### src/rtl/flp_pkg.sv
// Shared FP32 field widths, bias, special-value constants and the round-to-nearest-even
// increment rule, shared by the round/pack stages.
package flp_pkg;

    localparam int FP32_EW   = 8;
    localparam int FP32_SW   = 23;
    localparam int FP32_BIAS = 127;

    localparam logic [31:0] FP32_QNAN = 32'h7FC0_0000;
    localparam logic [31:0] FP32_PINF = 32'h7F80_0000;

    // Round up on guard, unless it is an exact tie and the kept LSB is already even.
    function automatic logic rne_inc(input logic lsb, input logic g, input logic s);
        return g & (s | lsb);
    endfunction

endpackage

### src/rtl/flp_rne_inc.sv
// Round-to-nearest-even increment and inexact detection.
// The input is the kept LSB followed by the RSWIDTH rounding bits.
module flp_rne_inc
    import flp_pkg::*;
#(
    parameter int RSWIDTH = 2
) (
    input  logic [RSWIDTH:0] i_bits,
    output logic             o_inc,
    output logic             o_nx
);

    logic w_g;
    logic w_s;

    assign w_g   = i_bits[RSWIDTH-1];
    assign w_s   = |i_bits[RSWIDTH-2:0];
    assign o_inc = rne_inc(i_bits[RSWIDTH], w_g, w_s);
    assign o_nx  = w_g | w_s;

endmodule

### src/rtl/flp_rndpack.sv
// FP32 round-and-pack: stage 1 forms the final exponent and the rounding decision,
// stage 2 applies the increment, renormalises on carry, resolves specials and packs.
module flp_rndpack
    import flp_pkg::*;
#(
    parameter int EWIDTH  = FP32_EW,
    parameter int SWIDTH  = FP32_SW,
    parameter int RSWIDTH = 2,
    parameter int EDWIDTH = 10
) (
    input  logic                      clk,
    input  logic                      rst,
    input  logic                      i_valid,
    output logic                      o_ready,
    input  logic                      i_sign,
    input  logic [EWIDTH+1:0]         i_exp,
    input  logic [EDWIDTH-1:0]        i_exd,
    input  logic [SWIDTH+RSWIDTH:0]   i_sg,
    input  logic                      i_nan,
    input  logic                      i_inf,
    output logic                      o_valid,
    input  logic                      i_ready,
    output logic [EWIDTH+SWIDTH:0]    o_res,
    output logic                      o_of,
    output logic                      o_uf,
    output logic                      o_nx
);

    localparam int EW3 = EWIDTH + 3;
    localparam logic signed [EW3-1:0] E_MAX = EW3'((1 << EWIDTH) - 1);

    logic w_en1;
    logic w_en2;
    logic w_inc1;
    logic w_nx1;
    logic signed [EW3-1:0] w_exp_ext;
    logic signed [EW3-1:0] w_exd_ext;
    logic signed [EW3-1:0] w_e1;

    logic                  r_v1;
    logic                  r_sign1;
    logic signed [EW3-1:0] r_e1;
    logic [SWIDTH:0]       r_sig1;
    logic                  r_inc1;
    logic                  r_nx1;
    logic                  r_nan1;
    logic                  r_inf1;

    logic                  r_v2;
    logic [EWIDTH+SWIDTH:0] r_res;
    logic                  r_of;
    logic                  r_uf;
    logic                  r_nx;

    logic [SWIDTH+1:0]     w_m;
    logic                  w_carry;
    logic [SWIDTH-1:0]     w_frac;
    logic signed [EW3-1:0] w_e2;
    logic [EWIDTH+SWIDTH:0] w_res_next;
    logic                  w_of_next;
    logic                  w_uf_next;
    logic                  w_nx_next;

    assign w_en2   = ~r_v2 | i_ready;
    assign w_en1   = ~r_v1 | w_en2;
    assign o_ready = w_en1;
    assign o_valid = r_v2;
    assign o_res   = r_res;
    assign o_of    = r_of;
    assign o_uf    = r_uf;
    assign o_nx    = r_nx;

    // Widened so that any signed exponent plus any delta is representable without wrap.
    assign w_exp_ext = EW3'($signed(i_exp));
    assign w_exd_ext = EW3'($signed(i_exd));
    assign w_e1      = w_exp_ext + w_exd_ext;

    flp_rne_inc #(
        .RSWIDTH (RSWIDTH)
    ) u_rne (
        .i_bits (i_sg[RSWIDTH:0]),
        .o_inc  (w_inc1),
        .o_nx   (w_nx1)
    );

    assign w_m     = {1'b0, r_sig1} + {{(SWIDTH+1){1'b0}}, r_inc1};
    assign w_carry = w_m[SWIDTH+1];
    assign w_frac  = w_carry ? w_m[SWIDTH:1] : w_m[SWIDTH-1:0];
    assign w_e2    = r_e1 + {{(EW3-1){1'b0}}, w_carry};

    always_comb begin
        w_res_next = {r_sign1, w_e2[EWIDTH-1:0], w_frac};
        w_of_next  = 1'b0;
        w_uf_next  = 1'b0;
        w_nx_next  = r_nx1;
        if (r_nan1) begin
            w_res_next = {1'b0, {EWIDTH{1'b1}}, 1'b1, {(SWIDTH-1){1'b0}}};
            w_nx_next  = 1'b0;
        end else if (r_inf1) begin
            w_res_next = {r_sign1, {EWIDTH{1'b1}}, {SWIDTH{1'b0}}};
            w_nx_next  = 1'b0;
        end else if (!r_sig1[SWIDTH]) begin
            w_res_next = {r_sign1, {(EWIDTH+SWIDTH){1'b0}}};
            w_nx_next  = 1'b0;
        end else if (w_e2 >= E_MAX) begin
            w_res_next = {r_sign1, {EWIDTH{1'b1}}, {SWIDTH{1'b0}}};
            w_of_next  = 1'b1;
            w_nx_next  = 1'b1;
        end else if (w_e2[EW3-1] || (w_e2 == '0)) begin
            w_res_next = {r_sign1, {(EWIDTH+SWIDTH){1'b0}}};
            w_uf_next  = 1'b1;
            w_nx_next  = 1'b1;
        end
    end

    always_ff @(posedge clk) begin
        if (rst) begin
            r_v1  <= 1'b0;
            r_v2  <= 1'b0;
            r_res <= '0;
            r_of  <= 1'b0;
            r_uf  <= 1'b0;
            r_nx  <= 1'b0;
        end else begin
            if (w_en1) begin
                r_v1 <= i_valid;
                if (i_valid) begin
                    r_sign1 <= i_sign;
                    r_e1    <= w_e1;
                    r_sig1  <= i_sg[SWIDTH+RSWIDTH:RSWIDTH];
                    r_inc1  <= w_inc1;
                    r_nx1   <= w_nx1;
                    r_nan1  <= i_nan;
                    r_inf1  <= i_inf;
                end
            end
            // Output registers only move when the downstream slot is free, so a stall holds them.
            if (w_en2) begin
                r_v2 <= r_v1;
                if (r_v1) begin
                    r_res <= w_res_next;
                    r_of  <= w_of_next;
                    r_uf  <= w_uf_next;
                    r_nx  <= w_nx_next;
                end
            end
        end
    end

endmodule

### config.mk
export PLATFORM = sky130hd
export DESIGN_NAME = flp_rndpack
export DESIGN_NICKNAME = d
export VERILOG_FILES = /design/src/rtl/flp_pkg.sv /design/src/rtl/flp_rne_inc.sv /design/src/rtl/flp_rndpack.sv
export SDC_FILE = /design/constraint.sdc
export NUM_CORES = 1
export LEC_CHECK = 0
export BUFFER_PORTS_ARGS = -buffer_cell sky130_fd_sc_hd__buf_2
export CAP_MARGIN = 20
export CORE_MARGIN = 4
export CORE_UTILIZATION = 44
export CTS_BUF_LIST = sky130_fd_sc_hd__clkbuf_16
export CTS_CLUSTER_DIAMETER = 150
export CTS_CLUSTER_SIZE = 28
export DETAILED_ROUTE_END_ITERATION = 12
export GPL_ROUTABILITY_DRIVEN = 0
export PLACE_DENSITY = 0.67
export SETUP_SLACK_MARGIN = 0.1
export SLEW_MARGIN = 40
export SYNTH_ARGS = -nofsm -noshare
export SYNTH_HDL_FRONTEND = slang
export SYNTH_SLANG_ARGS = --single-unit
export TNS_END_PERCENT = 100
### constraint.sdc
create_clock -name clk -period 8 [get_ports clk]
set_clock_uncertainty 0.15 [all_clocks]
set_input_delay 0.8 -clock clk [delete_from_list [all_inputs] [get_ports clk]]
set_output_delay 0.8 -clock clk [all_outputs]
set_load 0.01 [all_outputs]
[Word level (Yosys, flattened, before mapping)]
Cells that the tools add are included.
Word-level totals
  output and inout port bits: 37
  register bits after elaboration: 77
  memories: 0
  memory bits (writable): 0
  bits in latches: 0
  memory bits (read-only): 0
  bits of input ports: 53
  logic and storage cells: 49
Cells by class
  shift operators: 0
  magnitude comparators: 1
  reduce and logical (&&, ||, !) cells: 4
  bitwise gates (word level): 8
  $mul: 0
  eq/ne operators: 0
  multiplexer cells: 20
  divide/modulo/power cells: 0
  $add $sub $neg: 3
Operator list (count)
  31-bit two-way mux: 4
  32-bit two-way mux: 1
  24-bit by 1-bit adder with 25-bit output: 1
  23-bit two-way mux: 1
  1-bit two-way mux: 14
  10-bit by 10-bit adder with 11-bit output: 1
  11-bit by 1-bit adder with 11-bit output: 1
  11-bit by 9-bit >= comparator with 1-bit output (second input constant): 1
  11-bit zero test: 1
  1-bit OR: 4
  1-bit inverter: 3
  3-bit AND reduction: 1
  2-bit AND reduction: 1
  1-bit bitwise AND: 1
  1-bit logical OR: 1

[Logic depth before layout (Yosys ltp)]
  depth after elaboration: 9
  depth in mapped cells: 12
  depth with buffers taken out: 11

[Modules after synthesis]
Synthesis repeated with hierarchy kept, for this count alone.
Second synthesis, totals
  cells, all modules: 393
  area, all modules: 3933.8 um2
By module, submodules not included
  flp_rndpack: cells an instance 391, sequential area each 1941.9 um2, instances 1, area each 3920.0 um2
  flp_rne_inc: cells an instance 2, sequential area each 0.0 um2, instances 1, area each 13.8 um2

[Worst setup path before layout]
OpenSTA, ideal clock, no wires.
  path kind: reg2reg
  start: register r_sig1[10]
  end: register r_res[30], in the netlist o_res[30]
  period minus slack after synthesis: 3297 ps
  buffers on the path: 1
  cell stages (with the launch flop): 12
  setup time: 86 ps
  required time: 7764 ps
  path slack: 4703 ps
  data arrival time: 3061 ps
  path through: edfxtp_1 -> nand4_1 -> or4_4 -> nor3_4 -> ha_1 -> buf_2 -> a41o_1 -> o32ai_1 -> a31oi_1 -> a211oi_1 -> o32a_1 -> a211oi_1
On the way
  cells in the longest elaborated chain, start to end: 9
  elaborated cells on any way between the ends: 10
  those cells by class: 2 x add/sub; 1 x order compare; 5 x mux; 2 x reduce/logical
Ends and longest elaborated chain
  from (decl): line flp_rndpack.sv:43  | logic [SWIDTH:0] r_sig1;
  from (signal assigned): line flp_rndpack.sv:130  | r_sig1 <= i_sg[SWIDTH+RSWIDTH:RSWIDTH];
  24-bit by 1-bit adder with 25-bit output (*): line flp_rndpack.sv:86  | assign w_m = {1'b0, r_sig1} + {{(SWIDTH+1){1'b0}}, r_inc1};
  11-bit by 1-bit adder with 11-bit output (*): line flp_rndpack.sv:89  | assign w_e2 = r_e1 + {{(EW3-1){1'b0}}, w_carry};
  branches (longest 3 deep; another with 11-bit by 9-bit >= comparator with 1-bit output)
  31-bit two-way mux (*): line flp_rndpack.sv:105  | end else if (w_e2 >= E_MAX) begin
  31-bit two-way mux (*): line flp_rndpack.sv:102  | end else if (!r_sig1[SWIDTH]) begin
  31-bit two-way mux (*): line flp_rndpack.sv:99  | end else if (r_inf1) begin
  32-bit two-way mux (*): line flp_rndpack.sv:96  | if (r_nan1) begin
  to (signal assigned): line flp_rndpack.sv:141  | r_res <= w_res_next;
  to (decl): line flp_rndpack.sv:50  | logic [EWIDTH+SWIDTH:0] r_res;
Every way passes the cells marked *.
A chain may end at the register's enable or synchronous reset.

[Worst setup path after layout]
  start: register r_sig1[6]
  end: register r_res[9], in the netlist o_res[9]
On the way
  cells in the longest elaborated chain, start to end: 9
  elaborated cells on any way between the ends: 11
  those cells by class: 2 x add/sub; 1 x order compare; 6 x mux; 2 x reduce/logical
Ends and longest elaborated chain (line)
  24-bit by 1-bit adder with 25-bit output (*): flp_rndpack.sv:86
  branches (longest 4 deep; another with 11-bit by 1-bit adder with 11-bit output)
  31-bit two-way mux (*): flp_rndpack.sv:105
  31-bit two-way mux (*): flp_rndpack.sv:102
  31-bit two-way mux (*): flp_rndpack.sv:99
  32-bit two-way mux (*): flp_rndpack.sv:96
Marked as above.

==> flow_summary.yaml <==
timing:
  final_min_period_over_clock_period: 0.482
  hold_ws_ps: 282
  period_needed_ps: 3860
  max_frequency_mhz: 259
  timing.final.hold_violations: 0
  timing.final.setup_violations: 0
  drv_slew: 0
  maxSlewHeadroom: 0.533
  setup_repair_after_global_routing_missed_its_margin: "no"
  setup_tns_ps: 0
  least_setup_slack_across_all_paths_after_layout_ps: 4140
  tightest_slew_ps: 690
cells_and_area:
  final_nets: 538
  antenna_cells_inserted: 0
  final_layout_size_suffix_gt1_frac: 0.248
  layout-area-overhead-vs-synth_pct: 21.8
  n_fill_cell: 761
cts:
  clock_sinks: 77
  post_cts_setup_buffers: 0
  cts.htree.levels: 3
  cts_hold_buf: 0
  numCtsBuffers: 9
  cts_tree: "yes"
  cts.repair.resized: 0
  clkSlewWorstSetupHoldPaths_ps: 60
  cts-root-buf: "sky130_fd_sc_hd__clkbuf_16"
  cts_max_path_buffers: 2
  worst_skew_pair.late_latency_ps: 330
floorplanning:
  die_y_um: 101
  die_width_um: 101
  die-area_um2: 10200
  core_um2: 8340
  floorplan.initialDensity: 0.458
  total_number_of_placement_rows: 33
  boundary_pins: 90
power_and_ir_drop:
  total_leakage_power_nw: 1.89
  power.switching_fraction: 0.228
  p_comb_frac: 0.098
  intPower_mw: 0.715
  power-per-cell-area_nw_per_um2: 199
  netSwitchingPower_mw: 0.212
  fin_total_pwr_mw: 0.927
  pwr-share-seq: 0.488
  clock_power_share: 0.414
  ir_worst_vdd_v: 0.000112
setup_path:
  timing.critical_path.arrival_ps: 3950
  timing.critical_path.fanout_max: 15
  required_ps: 8100
  endpoint_kind: "flip-flop"
  crit_path_start_kind: "flip-flop"
  regToRegSetupSlack_ps: 4140
  timing.setup.critical_path_class: "flip-flop to flip-flop"
synth:
  synthesis.instances: 378
  synth.yosys.warnings: 0
  netlist_top_cells_area: "sky130_fd_sc_hd__edfxtp_1, sky130_fd_sc_hd__dfxtp_1, sky130_fd_sc_hd__nand2_1"
  async_flop_share: 0
  synth-seq-area-share: 0.508
  synth-main-ff-cell: "sky130_fd_sc_hd__edfxtp_1"
  avgSynthCellArea_um2: 10.1
  synthesis.nets: 446
  synth-seq-cells: 77
  synth_enable_flop_cells: 40
  synthDistinctLibCells: 53
  yosysTopAreaCellShare: 0.314
  yosys.area.top_type: "sky130_fd_sc_hd__edfxtp_1"
  synthesized_cell_area_um2: 3820
grt:
  grt_overflow: 0
  grt_pass1_wl_um: 13800
  global_route.usage.total: 0.169
  pin_count_of_the_biggest_net_entering_global_routing: 41
  antenna_found_initial: 0
  first_global_vias: 2869
drt:
  via_per_inst: 5.22
  route.detailed.drc: 0
  vias: 3028
  detailedRoute.firstPassIterationCount: 4
  dr.first_iter.drc_count: 162
  drt-total-wl_um: 8390
  final_antenna_net_count: 0
  wl_per_cell_um: 14.5
min_path:
  min_path_type: "flip-flop to flip-flop"
placed_design:
  portBuffers: 89
  hpwlAfterDp_um: 6370
  placement.setup.worst_slack_ps: 4150
run:
  maxCapViolCount: 0
run_status:
  status: "complete, no violations"
[cell families after synthesis]
family                     after synthesis  share of synthesized area
adders and majority gates               15                     0.0511
muxes                                    2                    0.00557
DFF                                     77                      0.508
AOI/OAI and AO/OA                       76                      0.137
xor gates and xnor gates                30                     0.0688
and+or+nand+nor                        160                      0.211
buffers and inverters                   18                     0.0190
[flip-flops by register name, summed over array words and instances, names as in the netlist]
register,flops
r_v1,1
o_uf,1
o_nx,1
o_valid,1
r_inc1,1
o_of,1
r_nx1,1
r_inf1,1
r_sign1,1
o_res,32
r_nan1,1
r_sig1,24
r_e1,11
[metrics by stage]
stage	utilization	area (um2)	instances
2_1_floorplan	-	3820	378
3_3_place_gp	0.524	4370	564
3_5_place_dp	0.524	4370	564
4_1_cts	0.558	4650	580
5_1_grt	0.558	4650	580
6_report	0.558	4650	580
[area by class of cell]
type | count | area, um2 | area share
Tap cell | 105 | 131 | 0.0282
Inverter | 9 | 33.8 | 0.00726
Multi-Input combinational cell | 283 | 1810 | 0.389
Clock inverter | 7 | 57.6 | 0.0124
Timing Repair Buffer | 90 | 453 | 0.0973
Clock buffer | 9 | 225 | 0.0484
Sequential cell | 77 | 1940 | 0.417
[Yosys cell counts (3+ instances only)]
library cell,instances
sky130_fd_sc_hd__a21oi_1,10
sky130_fd_sc_hd__a21o_1,4
sky130_fd_sc_hd__clkbuf_1,5
sky130_fd_sc_hd__xnor2_1,16
sky130_fd_sc_hd__buf_2,4
sky130_fd_sc_hd__nand2_1,52
sky130_fd_sc_hd__nand3_1,17
sky130_fd_sc_hd__a211oi_1,10
sky130_fd_sc_hd__o21ai_0,26
sky130_fd_sc_hd__ha_1,14
sky130_fd_sc_hd__dfxtp_1,37
sky130_fd_sc_hd__edfxtp_1,40
sky130_fd_sc_hd__inv_1,9
sky130_fd_sc_hd__a22o_1,4
sky130_fd_sc_hd__nor2_1,38
sky130_fd_sc_hd__o21a_1,4
sky130_fd_sc_hd__nor3_1,7
sky130_fd_sc_hd__or2_2,3
sky130_fd_sc_hd__and4_1,4
sky130_fd_sc_hd__nor2b_1,6
sky130_fd_sc_hd__xor2_1,14
sky130_fd_sc_hd__nand3b_1,4
sky130_fd_sc_hd__or3_1,3
sky130_fd_sc_hd__nand2b_1,3
sky130_fd_sc_hd__and3_1,5
sky130_fd_sc_hd__nand4_1,5
[power by group through the flow]
stage | clock [mW] | sequential (mW) | combinational, mW
floorplan | 0 | 0.456 | 0.0606
global placement | 0 | 0.460 | 0.0893
detailed placement | 0 | 0.460 | 0.0910
CTS | 0.394 | 0.452 | 0.0916
global route | 0.412 | 0.454 | 0.103
finish | 0.384 | 0.452 | 0.0908
[layer usage]
metal,routed length [um],track usage,vias up
li1,-,-,1562
met1,4010,0.232,1387
met2,3890,0.266,77
met3,458,0.0510,2
met4,39,0.0399,0
met5,0,0,-
[layout by cell type (no fill, tap or decap), types with 3 or more instances in the layout]
cell	n
sky130_fd_sc_hd__nand2b_1	3
sky130_fd_sc_hd__nand2_1	52
sky130_fd_sc_hd__a22o_1	4
sky130_fd_sc_hd__inv_1	10
sky130_fd_sc_hd__buf_2	89
sky130_fd_sc_hd__clkbuf_16	9
sky130_fd_sc_hd__nor2b_1	5
sky130_fd_sc_hd__dfxtp_1	37
sky130_fd_sc_hd__o21ai_0	26
sky130_fd_sc_hd__a21o_1	4
sky130_fd_sc_hd__xor2_1	14
sky130_fd_sc_hd__and3_1	5
sky130_fd_sc_hd__xnor2_1	16
sky130_fd_sc_hd__ha_1	14
sky130_fd_sc_hd__nand3b_1	4
sky130_fd_sc_hd__edfxtp_1	40
sky130_fd_sc_hd__nor2_1	38
sky130_fd_sc_hd__and4_1	4
sky130_fd_sc_hd__or3_1	3
sky130_fd_sc_hd__nor3_1	7
sky130_fd_sc_hd__or2_2	3
sky130_fd_sc_hd__a211oi_1	10
sky130_fd_sc_hd__o21a_1	4
sky130_fd_sc_hd__nand4_1	5
sky130_fd_sc_hd__a21oi_1	10
sky130_fd_sc_hd__nand3_1	17
[path summary, 6_finish.rpt]
path                                  end  depth (start not counted)      start
worst max register to register   o_res[9]                         10  r_sig1[6]
worst min register to register  o_res[13]                          2  o_res[13]
worst min-delay path            o_res[13]                          2  o_res[13]
worst max-delay path             o_res[9]                         10  r_sig1[6]
[worst max-delay path: stages (launching register included)]
cell and delay [ps]:
sky130_fd_sc_hd__edfxtp_1 450, sky130_fd_sc_hd__nand4_2 180, sky130_fd_sc_hd__or4_4 560, sky130_fd_sc_hd__nor3_4 370
sky130_fd_sc_hd__ha_1 510, sky130_fd_sc_hd__nand2_1 130, sky130_fd_sc_hd__o32ai_1 300, sky130_fd_sc_hd__a31oi_1 210
sky130_fd_sc_hd__a21oi_2 260, sky130_fd_sc_hd__nand3_1 370, sky130_fd_sc_hd__o21ai_0 280
No activity file was read; power rests on OpenSTA's default activity.
